--- src/rtl/mult_seq_ctrl_if.sv ---
// Handshake and datapath bundle for the sequential multiplier controller.
// slave = controller side, master = producer/consumer/datapath side.
interface mult_seq_ctrl_if #(
    parameter int WL = 4
);
    logic            in_valid;
    logic            in_ready;
    logic [WL-1:0]   in_a;
    logic [WL-1:0]   in_b;
    logic [2*WL-1:0] dp_a;
    logic [WL-1:0]   dp_b;
    logic            dp_load;
    logic            dp_clr;
    logic [2*WL-1:0] dp_product;
    logic            out_valid;
    logic            out_ready;
    logic [2*WL-1:0] out_product;

    modport slave (
        input  in_valid,
        input  in_a,
        input  in_b,
        input  dp_product,
        input  out_ready,
        output in_ready,
        output dp_a,
        output dp_b,
        output dp_load,
        output dp_clr,
        output out_valid,
        output out_product
    );

    modport master (
        output in_valid,
        output in_a,
        output in_b,
        output dp_product,
        output out_ready,
        input  in_ready,
        input  dp_a,
        input  dp_b,
        input  dp_load,
        input  dp_clr,
        input  out_valid,
        input  out_product
    );
endinterface

--- src/rtl/mult_seq_ctrl.sv ---
// Sequencer for an external shift-add multiplier datapath (WL RUN cycles).
// Define MULT_SEQ_ZERO_SKIP_EN to bypass the datapath for zero operands.
module mult_seq_ctrl #(
    parameter int WL = 4
) (
    input  logic           CLK,
    input  logic           RST,
    mult_seq_ctrl_if.slave bus
);
    localparam int CW = $clog2(WL) + 1;

    typedef enum logic [2:0] {
        IDLE,
        LOAD,
        RUN,
        CAP,
        DONE
    } state_t;

    state_t          r_state;
    state_t          w_next;
    logic [CW-1:0]   r_cnt;
    logic [WL-1:0]   r_a;
    logic [WL-1:0]   r_b;
    logic [2*WL-1:0] r_prod;

    logic w_zero;
    logic w_cnt_last;
    logic w_latch;
    logic w_cap;
    logic w_skip;

`ifdef MULT_SEQ_ZERO_SKIP_EN
    assign w_zero = (bus.in_a == '0) || (bus.in_b == '0);
`else
    assign w_zero = 1'b0;
`endif

    assign w_cnt_last = (r_cnt == CW'(WL - 1));

    always_comb begin
        w_next  = r_state;
        w_latch = 1'b0;
        w_cap   = 1'b0;
        w_skip  = 1'b0;
        unique case (r_state)
            IDLE: begin
                if (bus.in_valid) begin
                    w_latch = 1'b1;
                    if (w_zero) begin
                        w_skip = 1'b1;
                        w_next = DONE;
                    end else begin
                        w_next = LOAD;
                    end
                end
            end
            LOAD: w_next = RUN;
            RUN: begin
                if (w_cnt_last) begin
                    w_next = CAP;
                end
            end
            CAP: begin
                w_cap  = 1'b1;
                w_next = DONE;
            end
            DONE: begin
                if (bus.out_ready) begin
                    w_next = IDLE;
                end
            end
            default: w_next = IDLE;
        endcase
    end

    always_ff @(posedge CLK) begin
        if (RST) begin
            r_state <= IDLE;
        end else begin
            r_state <= w_next;
        end
    end

    always_ff @(posedge CLK) begin
        if (RST) begin
            r_cnt  <= '0;
            r_a    <= '0;
            r_b    <= '0;
            r_prod <= '0;
        end else begin
            if (w_latch) begin
                r_a <= bus.in_a;
                r_b <= bus.in_b;
            end
            if (r_state == LOAD) begin
                r_cnt <= '0;
            end else if (r_state == RUN) begin
                r_cnt <= r_cnt + CW'(1);
            end
            if (w_cap) begin
                r_prod <= bus.dp_product;
            end else if (w_skip) begin
                r_prod <= '0;
            end
        end
    end

    // dp_clr doubles as the datapath reset, so RST feeds it directly
    assign bus.dp_clr      = RST || (r_state == LOAD);
    assign bus.dp_load     = (r_state == LOAD);
    assign bus.dp_a        = {{WL{1'b0}}, r_a};
    assign bus.dp_b        = r_b;
    assign bus.in_ready    = (r_state == IDLE);
    assign bus.out_valid   = (r_state == DONE);
    assign bus.out_product = r_prod;
endmodule

--- src/flat_wrapper.sv ---
// flat-port wrapper written by rule: the top's interface ports become plain ports
module mult_seq_ctrl_flat 
#(
    parameter int WL = 4
)
  (CLK, RST, bus_in_valid, bus_in_a, bus_in_b, bus_dp_product, bus_out_ready, bus_in_ready, bus_dp_a, bus_dp_b, bus_dp_load, bus_dp_clr, bus_out_valid, bus_out_product);
  mult_seq_ctrl_if #(.WL(WL)) bus_i ();
  input  logic CLK;
  input  logic RST;
  input wire logic [$bits(bus_i.in_valid)-1:0] bus_in_valid;
  input wire logic [$bits(bus_i.in_a)-1:0] bus_in_a;
  input wire logic [$bits(bus_i.in_b)-1:0] bus_in_b;
  input wire logic [$bits(bus_i.dp_product)-1:0] bus_dp_product;
  input wire logic [$bits(bus_i.out_ready)-1:0] bus_out_ready;
  output wire logic [$bits(bus_i.in_ready)-1:0] bus_in_ready;
  output wire logic [$bits(bus_i.dp_a)-1:0] bus_dp_a;
  output wire logic [$bits(bus_i.dp_b)-1:0] bus_dp_b;
  output wire logic [$bits(bus_i.dp_load)-1:0] bus_dp_load;
  output wire logic [$bits(bus_i.dp_clr)-1:0] bus_dp_clr;
  output wire logic [$bits(bus_i.out_valid)-1:0] bus_out_valid;
  output wire logic [$bits(bus_i.out_product)-1:0] bus_out_product;
  assign bus_i.in_valid = bus_in_valid;
  assign bus_i.in_a = bus_in_a;
  assign bus_i.in_b = bus_in_b;
  assign bus_i.dp_product = bus_dp_product;
  assign bus_i.out_ready = bus_out_ready;
  assign bus_in_ready = bus_i.in_ready;
  assign bus_dp_a = bus_i.dp_a;
  assign bus_dp_b = bus_i.dp_b;
  assign bus_dp_load = bus_i.dp_load;
  assign bus_dp_clr = bus_i.dp_clr;
  assign bus_out_valid = bus_i.out_valid;
  assign bus_out_product = bus_i.out_product;
  mult_seq_ctrl #(.WL(WL)) u_core (.CLK(CLK), .RST(RST), .bus(bus_i));
endmodule
--- config.mk ---
export PLATFORM = sky130hd
export DESIGN_NAME = mult_seq_ctrl_flat
export DESIGN_NICKNAME = d
export VERILOG_FILES = /design/src/rtl/mult_seq_ctrl_if.sv /design/src/rtl/mult_seq_ctrl.sv /design/src/flat_wrapper.sv
export SDC_FILE = /design/constraint.sdc
export NUM_CORES = 1
export LEC_CHECK = 0
export CAP_MARGIN = 20
export CORE_ASPECT_RATIO = 1.25
export CORE_MARGIN = 2
export CORE_UTILIZATION = 39
export CTS_CLUSTER_SIZE = 25
export DETAILED_ROUTE_END_ITERATION = 10
export PLACE_DENSITY_LB_ADDON = 0.12
export SLEW_MARGIN = 10
export SYNTH_ARGS = -nofsm -noshare
export SYNTH_HDL_FRONTEND = slang
export SYNTH_SLANG_ARGS = --single-unit
--- constraint.sdc ---
create_clock -name CLK -period 1.6 [get_ports CLK]
set_input_delay 0.32 -clock CLK [delete_from_list [all_inputs] [get_ports CLK]]
set_output_delay 0.32 -clock CLK [all_outputs]
set_load 0.03 [all_outputs]
==> impl_metrics.py <==
metrics = {
    "place": {
        "gp_routability_congestion": 0.760,
        "dp_worst_setup_slack_ns": -0.345,
        "dp.final_hpwl_um": 1480,
        "placement.io_buffers": 39,
        "placedCellCount": 175,
    },
    "timing": {
        "clock-skew-final_ns": 0.00632,
        "clock.fmax_ghz": 0.651,
        "finalCritPeriodShare_pct": 96.1,
        "final_critical_path_setup_slack_ns": 0.0629,
        "timing.final.hold_violations": 0,
        "final-setup-viol-count": 0,
        "slew_violations": 0,
        "fin_crit_ns": 1.54,
        "rsz_0062_raised_after_global_routing": "true",
    },
    "drt": {
        "drt_iter0_drc": 5,
        "drt_wl_total_um": 2000,
        "first_pass_iters": 4,
        "drt_drc_violations_left": 0,
        "routed_via_density": 4.85,
        "ant_nets": 0,
        "num_vias": 868,
        "wire_per_inst_um": 11.2,
    },
    "clocking": {
        "htreeDepth": 1,
        "clock-root-buffer": "clkbuf_4",
        "cts_tree": "done",
        "clock_sinks": 22,
        "clock_buffers_created_by_tritoncts": 3,
        "worst_setup_hold_path_clk_slew_ns": 0.12,
        "clock_latency_ns": 0.30,
        "clockBufferDepth": 2,
    },
    "power_and_ir_drop": {
        "ir_drop_mv": 0.618,
        "power_density_nw_per_um2": 844,
        "finalPower_uw": 1180,
        "p_leak_uw": 0.000662,
    },
    "global_routing": {
        "antenna_found_initial": 0,
        "grt_pass1_wl_um": 3300,
        "maximum_number_of_pins_on_one_net_before_global_route_repair": 23,
        "globalRouteTotalUtil_pct": 16.1,
        "via_count_of_the_first_global_routing_pass": 812,
        "globalRoute.totalOverflow": 0,
    },
    "setup_path": {
        "timing.critical_path.from_type": "flip-flop",
        "timing.critical_path.slowest_cell_delay_ns": 0.34,
        "timing.critical_path.fanout_max": 2,
        "critical_path_depth": 3,
        "timing.critical_path.required_ns": 1.28,
        "end_kind": "output pin",
        "reg2reg_slack_ns": 0.08,
        "crit_family": "simple AND/OR/NAND/NOR gates",
        "setup.worst_path.class": "flip-flop to output pin",
        "critPathArrivalTime_ns": 1.22,
        "crit-reg2reg-launch": "u_core.r_state[2]",
        "crit_start": "u_core.r_state[0]",
        "critical_path.cell_chain": "nor3b_4, or2_2, buf_2",
        "regToRegEndpoint": "u_core.r_a[3]",
        "cpMaxStageDelayCell": "dfxtp_1",
        "timing.critical_path.to": "bus_dp_clr",
        "r2r_cells": 4,
        "critical_path_buf_inv_count": 1,
    },
    "final_layout": {
        "instances_no_fill": 179,
        "design.final.nets": 171,
        "number_of_fillers_in_the_final_layout": 203,
        "final_core_utilization_pct": 63.0,
        "seqCellArea_um2": 443,
        "antenna_cells": 0,
        "multi_input_combinational_cell_area_um2": 442,
        "post_route_cells_drive_above_1_share_pct": 15.5,
        "area_delta_synth_final_pct": 51.0,
    },
    "floorplan": {
        "boundaryPins": 44,
        "floorplan.initialDensity_pct": 41.7,
        "floorplan.die.width_um": 47.5,
        "die-area_um2": 2770,
        "core.rowCount": 19,
        "dieHeight_um": 58.4,
        "core_region_area_um2": 2210,
    },
    "synth": {
        "seq_area_frac_synth_pct": 47.8,
        "yosys_warnings": 0,
        "mappedNetlistArea_um2": 922,
        "netlist-cell-type-count": 24,
        "synth_area_per_cell_um2": 8.87,
        "postSynth.topFlopCell": "dfxtp_1",
        "synth_edf_count": 0,
        "post-synth-top-area-cell": "dfxtp_1",
        "postSynthRegisterBits": 22,
        "synth_largest_type_area_fraction_pct": 47.8,
        "syn-instance-count": 104,
        "netlist_top_cells_area": "dfxtp_1 (48%), mux2i_1 (9.8%), nand2_1 (6.5%)",
        "ys_async_sr_fraction_pct": 0,
    },
    "hold_path": {
        "min-delay-path-class": "flip-flop to flip-flop",
    },
    "status": {
        "run_status": "finished clean",
    },
    "job": {
        "cap_violations": 0,
    },
}
-- kinds of logic after synthesis --
group	count (synthesis)	share of synthesized area [%]
DFF	22	47.8
other	1	0.407
muxes	9	9.77
buffers and inverters	12	7.06
xor gates and xnor gates	1	0.950
and+or+nand+nor	41	22.3
adders and majority gates	2	2.71
AOI/OAI and AO/OA	16	9.09
-- registers in the layout, summed over array words and instances, names as in the netlist --
signal,cells
u_core.r_cnt,3
u_core.bus.out_product,8
u_core.r_state,3
u_core.r_a,4
u_core.bus.dp_b,4
-- power breakdown --
part | switching, µW | total, µW | internal (µW)
combinational | 156 | 285 | 129
sequential | 15.5 | 591 | 575
clock | 161 | 300 | 139
-- cell type report --
type,count,share of cell area [%]
inverters,1,0.270
repair buffers,48,30.8
flip-flops and latches,22,31.8
clock buffers,4,2.61
multi-input cells,73,31.7
well taps,31,2.79
-- how the worst min path moves through the flow --
stage                  start           endpoint  cells after the start
2_1_floorplan            RST  u_core.r_state[1]                      1
3_3_place_gp   u_core.r_a[1]      u_core.r_a[1]                      2
3_5_place_dp   u_core.r_a[1]      u_core.r_a[1]                      2
4_1_cts        u_core.r_a[1]      u_core.r_a[1]                      2
5_1_grt        u_core.r_a[1]      u_core.r_a[1]                      2
6_report       u_core.r_a[1]      u_core.r_a[1]                      2
-- cells in the final DEF (no fill, tap or decap), types with 2 or more instances in the layout --
master / n
nand3b_1: 3
clkbuf_4: 3
nand2_1: 16
nand3_1: 3
o21ai_0: 3
ha_1: 2
a21oi_1: 10
buf_4: 11
dfxtp_2: 2
a31oi_1: 3
dlygate4sd2_1: 16
nor3_1: 2
nor2_1: 9
dfxtp_1: 20
conb_1: 4
clkdlybuf4s50_1: 19
mux2i_1: 9
-- stage by stage --
stage          area [µm²]  hold WS (ns)  setup TNS [ns]
6_report             1390         0.459               0
4_1_cts              1400         0.461         -0.0662
5_1_grt              1390         0.472         -0.0248
3_5_place_dp         1370         0.446           -1.34
2_1_floorplan         945         0.397               0
3_3_place_gp         1370         0.441           -1.23
-- routing by layer --
| metal | part of all wire [%] | wire (µm) | track usage [%] |
|---|---|---|---|
| met1 | 41 | 817 | 18.6 |
| met4 | 0.70 | 14 | 5.95 |
| met3 | 6.1 | 123 | 3.07 |
| met2 | 52 | 1050 | 28.2 |
| met5 | 0 | 0 | 0 |
-- Yosys cell counts, types with 3 or more instances --
| cell type | n |
|---|---|
| a21oi_1 | 10 |
| a31oi_1 | 3 |
| buf_2 | 4 |
| buf_4 | 4 |
| clkbuf_1 | 3 |
| dfxtp_1 | 22 |
| mux2i_1 | 9 |
| nand2_1 | 16 |
| nand3_1 | 3 |
| nand3b_1 | 3 |
| nor2_1 | 10 |
| o21ai_0 | 3 |
-- timing repair --
action                                  4_1_cts  5_1_grt
buffers inserted                              0        0
endpoints found under the setup margin       18        3
cloned                                        0        0
hold buffers                                  0        0
resized for setup                            21        4
-- worst register-to-register path, stage by stage (launching register included) --
cell and delay (ns):
dfxtp_2 0.35, buf_4 0.17, or4b_1 0.68, nand2_1 0.13, a21oi_1 0.07
Power figures use the tool's default switching activity.
